**src/rtl/complex_fir_stream.sv**
```systemverilog
// Complex-valued streaming FIR filter.
// Each accepted sample is run through NTAPS sequential complex MAC cycles
// against the coefficient bank. The result is then held on the output stream
// until it is consumed. A sample marked last arms NTAPS-1 internal zero samples
// that flush the filter tail. The delay line is cleared after the final flush
// output, so packets do not interact.
module complex_fir_stream #(
  parameter int DATA_W = 16,
  parameter int COEF_W = 8,
  parameter int NTAPS  = 11,
  parameter int ACC_W  = 32
) (
  input  logic                       clk,
  input  logic                       rst_n,
  // sample input stream
  input  logic                       in_valid,
  output logic                       in_ready,
  input  logic signed [DATA_W-1:0]   in_re,
  input  logic signed [DATA_W-1:0]   in_im,
  input  logic                       in_last,
  // result output stream
  input  logic                       out_ready,
  output logic                       out_valid,
  output logic signed [ACC_W-1:0]    out_re,
  output logic signed [ACC_W-1:0]    out_im,
  output logic                       out_last,
  // coefficient write port
  input  logic                       coef_we,
  input  logic [$clog2(NTAPS)-1:0]   coef_addr,
  input  logic signed [COEF_W-1:0]   coef_re,
  input  logic signed [COEF_W-1:0]   coef_im,
  output logic                       busy
);

  localparam int AW = $clog2(NTAPS);
  // single real product width, and width of a sum/difference of two products
  localparam int MW = DATA_W + COEF_W;
  localparam int PW = MW + 1;

  localparam logic [AW:0] NT = (AW+1)'(NTAPS);
  localparam logic [AW:0] FL = (AW+1)'(NTAPS - 1);

  localparam logic [1:0] S_IDLE  = 2'd0;
  localparam logic [1:0] S_MAC   = 2'd1;
  localparam logic [1:0] S_OUT   = 2'd2;
  localparam logic [1:0] S_FLUSH = 2'd3;

  logic [1:0]               r_state;
  logic signed [DATA_W-1:0] r_x_re [NTAPS];
  logic signed [DATA_W-1:0] r_x_im [NTAPS];
  logic signed [COEF_W-1:0] r_c_re [NTAPS];
  logic signed [COEF_W-1:0] r_c_im [NTAPS];
  logic signed [ACC_W-1:0]  r_acc_re;
  logic signed [ACC_W-1:0]  r_acc_im;
  logic signed [ACC_W-1:0]  r_p_re;
  logic signed [ACC_W-1:0]  r_p_im;
  logic [AW:0]              r_k;
  logic [AW:0]              r_flush_rem;
  logic                     r_flush_arm;

  logic                     w_accept;
  logic                     w_cw_ok;
  logic                     w_final;
  logic                     w_consume;
  logic [AW-1:0]            w_sel;
  logic signed [MW-1:0]     w_pp_rr;
  logic signed [MW-1:0]     w_pp_ii;
  logic signed [MW-1:0]     w_pp_ri;
  logic signed [MW-1:0]     w_pp_ir;
  logic signed [PW-1:0]     w_mac_re;
  logic signed [PW-1:0]     w_mac_im;
  logic signed [ACC_W-1:0]  w_ext_re;
  logic signed [ACC_W-1:0]  w_ext_im;

  assign in_ready  = (r_state == S_IDLE);
  assign busy      = (r_state != S_IDLE);
  assign out_valid = (r_state == S_OUT);
  assign out_re    = r_acc_re;
  assign out_im    = r_acc_im;
  assign w_final   = r_flush_arm && (r_flush_rem == '0);
  assign out_last  = (r_state == S_OUT) && w_final;
  assign w_accept  = in_valid && (r_state == S_IDLE);
  assign w_consume = (r_state == S_OUT) && out_ready;
  assign w_cw_ok   = coef_we && (r_state == S_IDLE) && ({1'b0, coef_addr} < NT);

  // Tap select and full-precision complex product of the current tap
  always_comb begin
    w_sel    = (r_k < NT) ? r_k[AW-1:0] : '0;
    w_pp_rr  = MW'(r_x_re[w_sel]) * MW'(r_c_re[w_sel]);
    w_pp_ii  = MW'(r_x_im[w_sel]) * MW'(r_c_im[w_sel]);
    w_pp_ri  = MW'(r_x_re[w_sel]) * MW'(r_c_im[w_sel]);
    w_pp_ir  = MW'(r_x_im[w_sel]) * MW'(r_c_re[w_sel]);
    w_mac_re = PW'(w_pp_rr) - PW'(w_pp_ii);
    w_mac_im = PW'(w_pp_ri) + PW'(w_pp_ir);
    w_ext_re = ACC_W'(w_mac_re);
    w_ext_im = ACC_W'(w_mac_im);
  end

  // Coefficient bank: identity after reset, writable only while idle
  always_ff @(posedge clk or negedge rst_n) begin
    if (!rst_n) begin
      for (int unsigned i = 0; i < NTAPS; i++) begin
        r_c_re[i] <= '0;
        r_c_im[i] <= '0;
      end
      r_c_re[0] <= COEF_W'(1);
    end else if (w_cw_ok) begin
      r_c_re[coef_addr] <= coef_re;
      r_c_im[coef_addr] <= coef_im;
    end
  end

  // Delay line: shift on a real or flush sample, clear when the packet ends
  always_ff @(posedge clk or negedge rst_n) begin
    if (!rst_n) begin
      for (int unsigned i = 0; i < NTAPS; i++) begin
        r_x_re[i] <= '0;
        r_x_im[i] <= '0;
      end
    end else if (w_accept || (r_state == S_FLUSH)) begin
      for (int unsigned i = 1; i < NTAPS; i++) begin
        r_x_re[i] <= r_x_re[i-1];
        r_x_im[i] <= r_x_im[i-1];
      end
      r_x_re[0] <= w_accept ? in_re : '0;
      r_x_im[0] <= w_accept ? in_im : '0;
    end else if (w_consume && w_final) begin
      for (int unsigned i = 0; i < NTAPS; i++) begin
        r_x_re[i] <= '0;
        r_x_im[i] <= '0;
      end
    end
  end

  // Sequencer. The product is registered before it is accumulated, so MAC
  // runs one extra drain cycle (k == NTAPS). That cycle places out_valid
  // NTAPS+1 cycles after the accept edge.
  always_ff @(posedge clk or negedge rst_n) begin
    if (!rst_n) begin
      r_state     <= S_IDLE;
      r_acc_re    <= '0;
      r_acc_im    <= '0;
      r_p_re      <= '0;
      r_p_im      <= '0;
      r_k         <= '0;
      r_flush_rem <= '0;
      r_flush_arm <= 1'b0;
    end else begin
      case (r_state)
        S_IDLE: begin
          if (w_accept) begin
            r_acc_re <= '0;
            r_acc_im <= '0;
            r_k      <= '0;
            r_state  <= S_MAC;
            if (in_last) begin
              r_flush_arm <= 1'b1;
              r_flush_rem <= FL;
            end
          end
        end
        S_MAC: begin
          if (r_k < NT) begin
            r_p_re <= w_ext_re;
            r_p_im <= w_ext_im;
            r_k    <= r_k + (AW+1)'(1);
          end
          if (r_k != '0) begin
            r_acc_re <= r_acc_re + r_p_re;
            r_acc_im <= r_acc_im + r_p_im;
          end
          if (r_k == NT) begin
            r_state <= S_OUT;
          end
        end
        S_OUT: begin
          if (out_ready) begin
            if (r_flush_arm && (r_flush_rem != '0)) begin
              r_state <= S_FLUSH;
            end else begin
              r_flush_arm <= 1'b0;
              r_state     <= S_IDLE;
            end
          end
        end
        default: begin
          // S_FLUSH: internal zero sample, otherwise identical to an accept
          r_acc_re    <= '0;
          r_acc_im    <= '0;
          r_k         <= '0;
          r_flush_rem <= r_flush_rem - (AW+1)'(1);
          r_state     <= S_MAC;
        end
      endcase
    end
  end

endmodule

```
**config.mk**
```make
export PLATFORM = sky130hd
export DESIGN_NAME = complex_fir_stream
export DESIGN_NICKNAME = d
export VERILOG_FILES = /design/src/rtl/complex_fir_stream.sv
export SDC_FILE = /design/constraint.sdc
export NUM_CORES = 2
export LEC_CHECK = 0
export CORE_MARGIN = 1
export CORE_UTILIZATION = 37
export DETAILED_ROUTE_END_ITERATION = 6
export PLACE_DENSITY = 0.59
export SETUP_SLACK_MARGIN = 0.2
export SLEW_MARGIN = 30
export SYNTH_ARGS = -nofsm -noshare
export SYNTH_HDL_FRONTEND = slang
export SYNTH_SLANG_ARGS = --single-unit
```
**constraint.sdc**
```tcl
create_clock -name clk -period 7.1 [get_ports clk]
set_input_delay 1.42 -clock clk [delete_from_list [all_inputs] [get_ports clk]]
set_output_delay 1.42 -clock clk [all_outputs]
set_load 0.05 [all_outputs]
```
; After elaboration in Yosys (flattened, before gate mapping)
; Cells that the tools add are included.
; W data, S select, Z words.
[totals]
regBits = 655
latchBits = 0
mem_bits_rw = 0
rom_bits = 0
input_bits = 58
memories = 0
[op_classes]
addsub = 6
multipliers = 4
div = 0
order_cmp = 5
eq_ne = 11
shifts = 0
n_mux = 43
bitwise = 4
n_reduce_logical = 24
[op_table]
columns = operator, count
row1 = $mux W176, 3
row2 = $pmux W32 S3, 2
row3 = $bwmux W88, 2
row4 = $bmux W16 S4, 2
row5 = $mul A16 B8 Y24, 4
row6 = $mux W16, 6
row7 = $mux W32, 3
row8 = $add A32 B25 Y32, 2
row9 = $bmux W8 S4, 2
row10 = $mux W8, 5
row11 = $demux W8 S4, 1
row12 = $add A24 B24 Y25, 1
row13 = $sub A24 B24 Y25, 1
row14 = $mux W5, 4
row15 = $pmux W5 S3, 1
row16 = $reduce_and A3 Y1, 4
row17 = $ge A5 B5 Y1 const B, 2
row18 = $ne A2 B2 Y1 const B, 5
row19 = $not A4 Y5, 2
row20 = $pmux W5 S2, 1
row21 = $reduce_bool A5 Y1, 2
row22 = $logic_and A1 B1 Y1, 9
row23 = $mux W2, 4
row24 = $pmux W2 S3, 1
row25 = other kinds (20), 28

; Longest topological paths before layout
[logic_depth]
ltp_word = 8
mapped_depth = 35
mapped_depth_nobuf = 31

; Least setup slack after synthesis
; No wires, ideal clock.
[synth_path]
path_type = flip-flop to flip-flop
start = register r_k[0]
end = register r_p_re[24]
t_arrival_ps = 7300
required_time_ps = 6968
slack_ps = -332
stages_incl_launch_ff = 35
synth_period_minus_slack_ps = 7432
path_cell_list = dfrtp_1 -> buf_2 -> a21o_1 -> a21oi_4 -> nand2_2 -> buf_2 -> buf_2 -> nand2_1 -> nand3_1 -> nand3_1 -> o21ai_1 -> mux2i_1 -> clkbuf_1 -> nor2_1 -> fa_1 -> inv_1 -> fa_1 -> fa_1 -> inv_1 -> fa_1 -> fa_1 -> inv_1 -> fa_1 -> inv_1 -> ha_1 -> clkbuf_1 -> a21o_1 -> a21o_1 -> a21o_1 -> a21oi_1 -> o221ai_1 -> a311o_1 -> a31oi_1 -> xnor2_1 -> o21ai_1
[synth_between]
elab_chain_len = 8
word_cells_on_any_way = 19
cone_classes = add/sub: 1 / mul: 2 / order compare: 1 / mux: 13 / bitwise: 1 / reduce/logical: 1
[synth_lines]
columns = element, line
row1 = "start, declared", 57  ; logic [AW:0] r_k;
row2 = "start signal, assigned", 166  ; r_k <= r_k + (AW+1)'(1);
row3 = $lt A5 B4 Y1, "88, 163"
row4 = $mux W4, 88  ; w_sel = (r_k < NT) ? r_k[AW-1:0] : '0;
row5 = $not A4 Y5 (implied by the code), "89, 90"
row6 = $bmux W16 S4 (tied with other cells), 89  ; w_pp_rr = MW'(r_x_re[w_sel]) * MW'(r_c_re[w_sel]);
row7 = $mux W16 (implied by the code) (tied with other cells) (2 in series), 89
row8 = "$mul A16 B8 Y24, on equally long branches", "89, 90"
row9 = $sub A24 B24 Y25, 93  ; w_mac_re = PW'(w_pp_rr) - PW'(w_pp_ii);
row10 = "end signal, assigned", 164  ; r_p_re <= w_ext_re;
row11 = "end, declared", 55  ; logic signed [ACC_W-1:0] r_p_re;
; Several ways; a longest one is shown, not always the timed one. The select of a mux whose other input is x is not followed.
; A chain may end at the register's enable or synchronous reset.

; Worst setup path in the final report
[layout_path]
start = register r_k[0]
end = register r_p_im[21]
[layout_between]
elab_chain_len = 8
word_cells_on_any_way = 19
cone_classes = add/sub: 1 / mul: 2 / order compare: 1 / mux: 13 / bitwise: 1 / reduce/logical: 1
[layout_lines]
columns = element, line
row1 = $lt A5 B4 Y1, "88, 163"
row2 = $mux W4, 88
row3 = $not A4 Y5 (implied by the code), "91, 92"
row4 = $bmux W16 S4 (tied with other cells), 91  ; w_pp_ri = MW'(r_x_re[w_sel]) * MW'(r_c_im[w_sel]);
row5 = $mux W16 (implied by the code) (tied with other cells) (2 in series), 91
row6 = "$mul A16 B8 Y24, on equally long branches", "91, 92"
row7 = $add A24 B24 Y25, 94  ; w_mac_im = PW'(w_pp_ri) + PW'(w_pp_ir);
row8 = "end signal, assigned", 165  ; r_p_im <= w_ext_im;
row9 = "end, declared", 56  ; logic signed [ACC_W-1:0] r_p_im;
; Several ways; a longest one is shown, not always the timed one. The select of a mux whose other input is x is not followed.

==> results.md <==
* Residual DRC count at 0
* Status: finished, violations left
* Max-slew violations at 0
* Critical Path End Type: flop
* Clock skew at approximately 0.042 ns
* Syn Inst Count at just over 5000
* Crit Path Max Fanout at 8
* Sink Count at roughly 660
* Endpoints failing setup at 28
* CP delay by family, top: adder cells
* Violated checks: setup timing
* Total of max-cap violations at 0
* Router iterations before antenna repair at 5
* Seq/Total Area, Yosys at 0.326
* Share of cells above drive strength 1 at 0.243
* Initial DRC Count at 3235
* Nets@finish at 6388
* Clock-pin slew on the worst setup and hold paths at roughly 0.06 ns
* Synth cell types at 89
* Initial antenna violation count at 1
* Clk_lat worst skew at approximately 0.7 ns
* RSZ-0062 raised after global routing: true
* Top post-synthesis cells by area: dfrtp_1, fa_1, a22o_1, ha_1, mux2_2
* Core region area at 134000 um2
* Initial Util at 0.375
* Fin Hold WS at around 0.48 ns
* Met2 usage at 0.337
* Gp weighted congestion at ~0.90
* GR Overflow Total at 0
* M3 GR Usage at 0.0324
* Vias in the first global route at roughly 40000
* Crit path DAT at around 8.1 ns
* Chip width at 371 um
* ANT nets after route at 0
* Endpoints failing hold at 0
* Fmax at 132 MHz
* Root Driver: clkbuf_16
* GRT Util Overall at 0.218
* Synth top area share at 0.326
* WS Path Type: reg2reg
* Startpoint types: flop
* Port Buffer Count at 125
* Slowest cell on the critical path: fa_2
* Fin crit period at around 7.6 ns
* Ratio of final minimum period to clock period at 1.07
* CTS tree: built
* Rows at 134
* DR WL/cell at 20.0 um
* Synth Register Bits at about 660
* Largest area contributor in the netlist: dfrtp_1
* Worst slew pin tran at between 1 and 1.5 ns
* Final worst slack at -0.495 ns
* Ys flop type: dfrtp_1
* Type of the worst min-delay path: reg2reg
* Final HPWL DP at about 110000 um
* Post-synth EDFFs at 0
* Synth async-reset ratio at 1.00
* Die Y at approximately 370 um
* Relative slew slack at 0.260
* Gr busiest metal: met2
* Pin count of the biggest net entering global routing at 203
* Vias at roughly 40000
* Yosys warnings at 0
* Netlist Area Pre-Place at 50300 um2
* Syn Area/Cell at roughly 10 um2
* Syn nets at just under 6000
* CP most frequent cell: fa_1
* Area Overhead vs Synth at 25.4%
* CTS Buf Count at between 70 and 80
* Drt total wl at roughly 150000 um
* Worst stage delay on the critical path at 0.58 ns
* Vias per cell at 5.33
* First-pass GRT wire length at roughly 230000 um
* CP Data Required Time at roughly 7.7 ns
* Met1 Use GR at 0.315
* Clock tree buffer depth at 3
* Ports at between 100 and 150
* CP bufs+invs at 7
* Htree depth at 3
* Area of the die at 137000 um2
* Hold Buf Count CTS at 0
cell usage after synthesis, drive strengths merged (39+ instances only):
cell type    n
a21o        50
ha         220
buf        157
a22o       358
fa         506
nand2      514
or2         40
xnor2       67
a21oi      169
inv        584
a2bb2oi     39
clkbuf     152
o21ai      208
and2        41
nand2b      62
nor2       454
xor2        44
mux2       215
nand3      176
a22oi       44
o22ai       45
dfrtp      654
metal layers:
metal  vias up  share of wire  routed length [um]
met4         0          0.031                4550
li1      18000              -                   -
met2      1197           0.45               66300
met1     20200           0.46               68800
met3       211          0.060                8840
met5         -              0                   0
tightest hold or removal path: stages (launching register included):
cell and delay [ns]:
dfrtp_1 0.34, nand2_1 0.05, o21ai_0 0.06
state kept, by name, summed over array words and instances, names as in the netlist:
register     cells
r_c_re          88
r_x_im         176
r_x_re         176
r_state          2
r_c_im          88
r_k              5
r_p_re          25
r_p_im          25
out_im          32
r_flush_rem      5
out_re          32
r_flush_arm      1
placed cells by master (no fill, tap or decap), types with 15 or more instances in the layout:
cell type,n
fa_2,31
mux2_2,197
clkbuf_8,21
buf_4,519
ha_1,199
nand3_2,46
buf_6,48
nand2_2,15
nor3_1,19
o21ai_1,35
nand2b_1,52
ha_4,20
fa_1,475
xnor2_1,61
clkbuf_16,77
or2_2,18
inv_1,560
a2bb2oi_1,38
a22o_1,358
a21oi_2,30
a21o_1,49
a22oi_1,44
nor2b_1,17
o22ai_1,45
inv_2,23
mux2_4,19
nand2_1,493
o21ai_4,16
o21ai_0,129
o21ai_2,28
dfrtp_1,652
buf_12,76
xor2_1,44
a21oi_1,132
nand3_1,127
nor2_1,423
o211ai_1,19
and2_1,39
clkdlybuf4s50_1,124
nor2_2,21
path summary, 6_finish.rpt:
| path | startpoint | end | slack (ns) | cells after the start |
|---|---|---|---|---|
| max | r_k[0]$_DFFE_PN0P_ | r_p_im[21]$_DFFE_PN0P_ | -0.49 | 32 |
| min | r_p_re[15]$_DFFE_PN0P_ | r_p_re[15]$_DFFE_PN0P_ | 0.48 | 2 |
| max reg2reg | r_k[0]$_DFFE_PN0P_ | r_p_im[21]$_DFFE_PN0P_ | -0.49 | 32 |
| min reg2reg | r_p_re[15]$_DFFE_PN0P_ | r_p_re[15]$_DFFE_PN0P_ | 0.48 | 2 |
| max in group asynchronous | rst_n | r_x_im[69]$_DFFE_PN0P_ | 4.97 | 2 |
| min in group asynchronous | rst_n | r_x_re[3]$_DFFE_PN0P_ | 0.76 | 1 |
metrics by stage:
| stage | setup WS (ns) | std cells | util | cell area, um2 | setup TNS [ns] |
|---|---|---|---|---|---|
| 2_1_floorplan | 0.0603 | 5048 | - | 50600 | 0 |
| 3_3_place_gp | -0.611 | 7180 | 0.428 | 57500 | -11.41 |
| 3_5_place_dp | -0.621 | 7180 | 0.429 | 57500 | -12.39 |
| 4_1_cts | -0.462 | 7388 | 0.461 | 61800 | -7.06 |
| 5_1_grt | -0.751 | 7430 | 0.470 | 63000 | -16.33 |
| 6_report | -0.495 | 7430 | 0.470 | 63000 | -8.06 |
kinds of logic (layout without fill, tap and decap cells):
family,count (synthesis),count (layout),synth area share
other,0,1,0
adders and majority gates,726,726,0.256
and+or+nand+nor,1369,1369,0.118
xor gates and xnor gates,111,111,0.0193
buffers and inverters,896,1508,0.0731
DFF,655,655,0.326
AOI/OAI and AO/OA,1044,1044,0.151
muxes,247,248,0.0563
layout make-up:
cell class | instances | area (um2)
Fill cell | 12400 | 71100
Multi-Input combinational cell | 3498 | 32000
Sequential cell | 655 | 16400
Timing Repair Buffer | 786 | 7630
Inverter | 587 | 2210
Tap cell | 1768 | 2210
Clock buffer | 103 | 2190
Clock inverter | 31 | 402
Timing Repair inverter | 1 | 7.51
Antenna cell | 1 | 2.50
what timing repair did:
item                                    in CTS  in global routing
cloned                                      10                  2
buffers inserted                            64                 38
endpoints found under the setup margin      34                 35
hold endpoints to repair                     0                  0
resized for setup                          228                194
pin swaps                                   89                 89
Power is left out: the tool's default activity adds up to more than one toggle a clock period on the data nets, which glitch-free logic cannot reach.
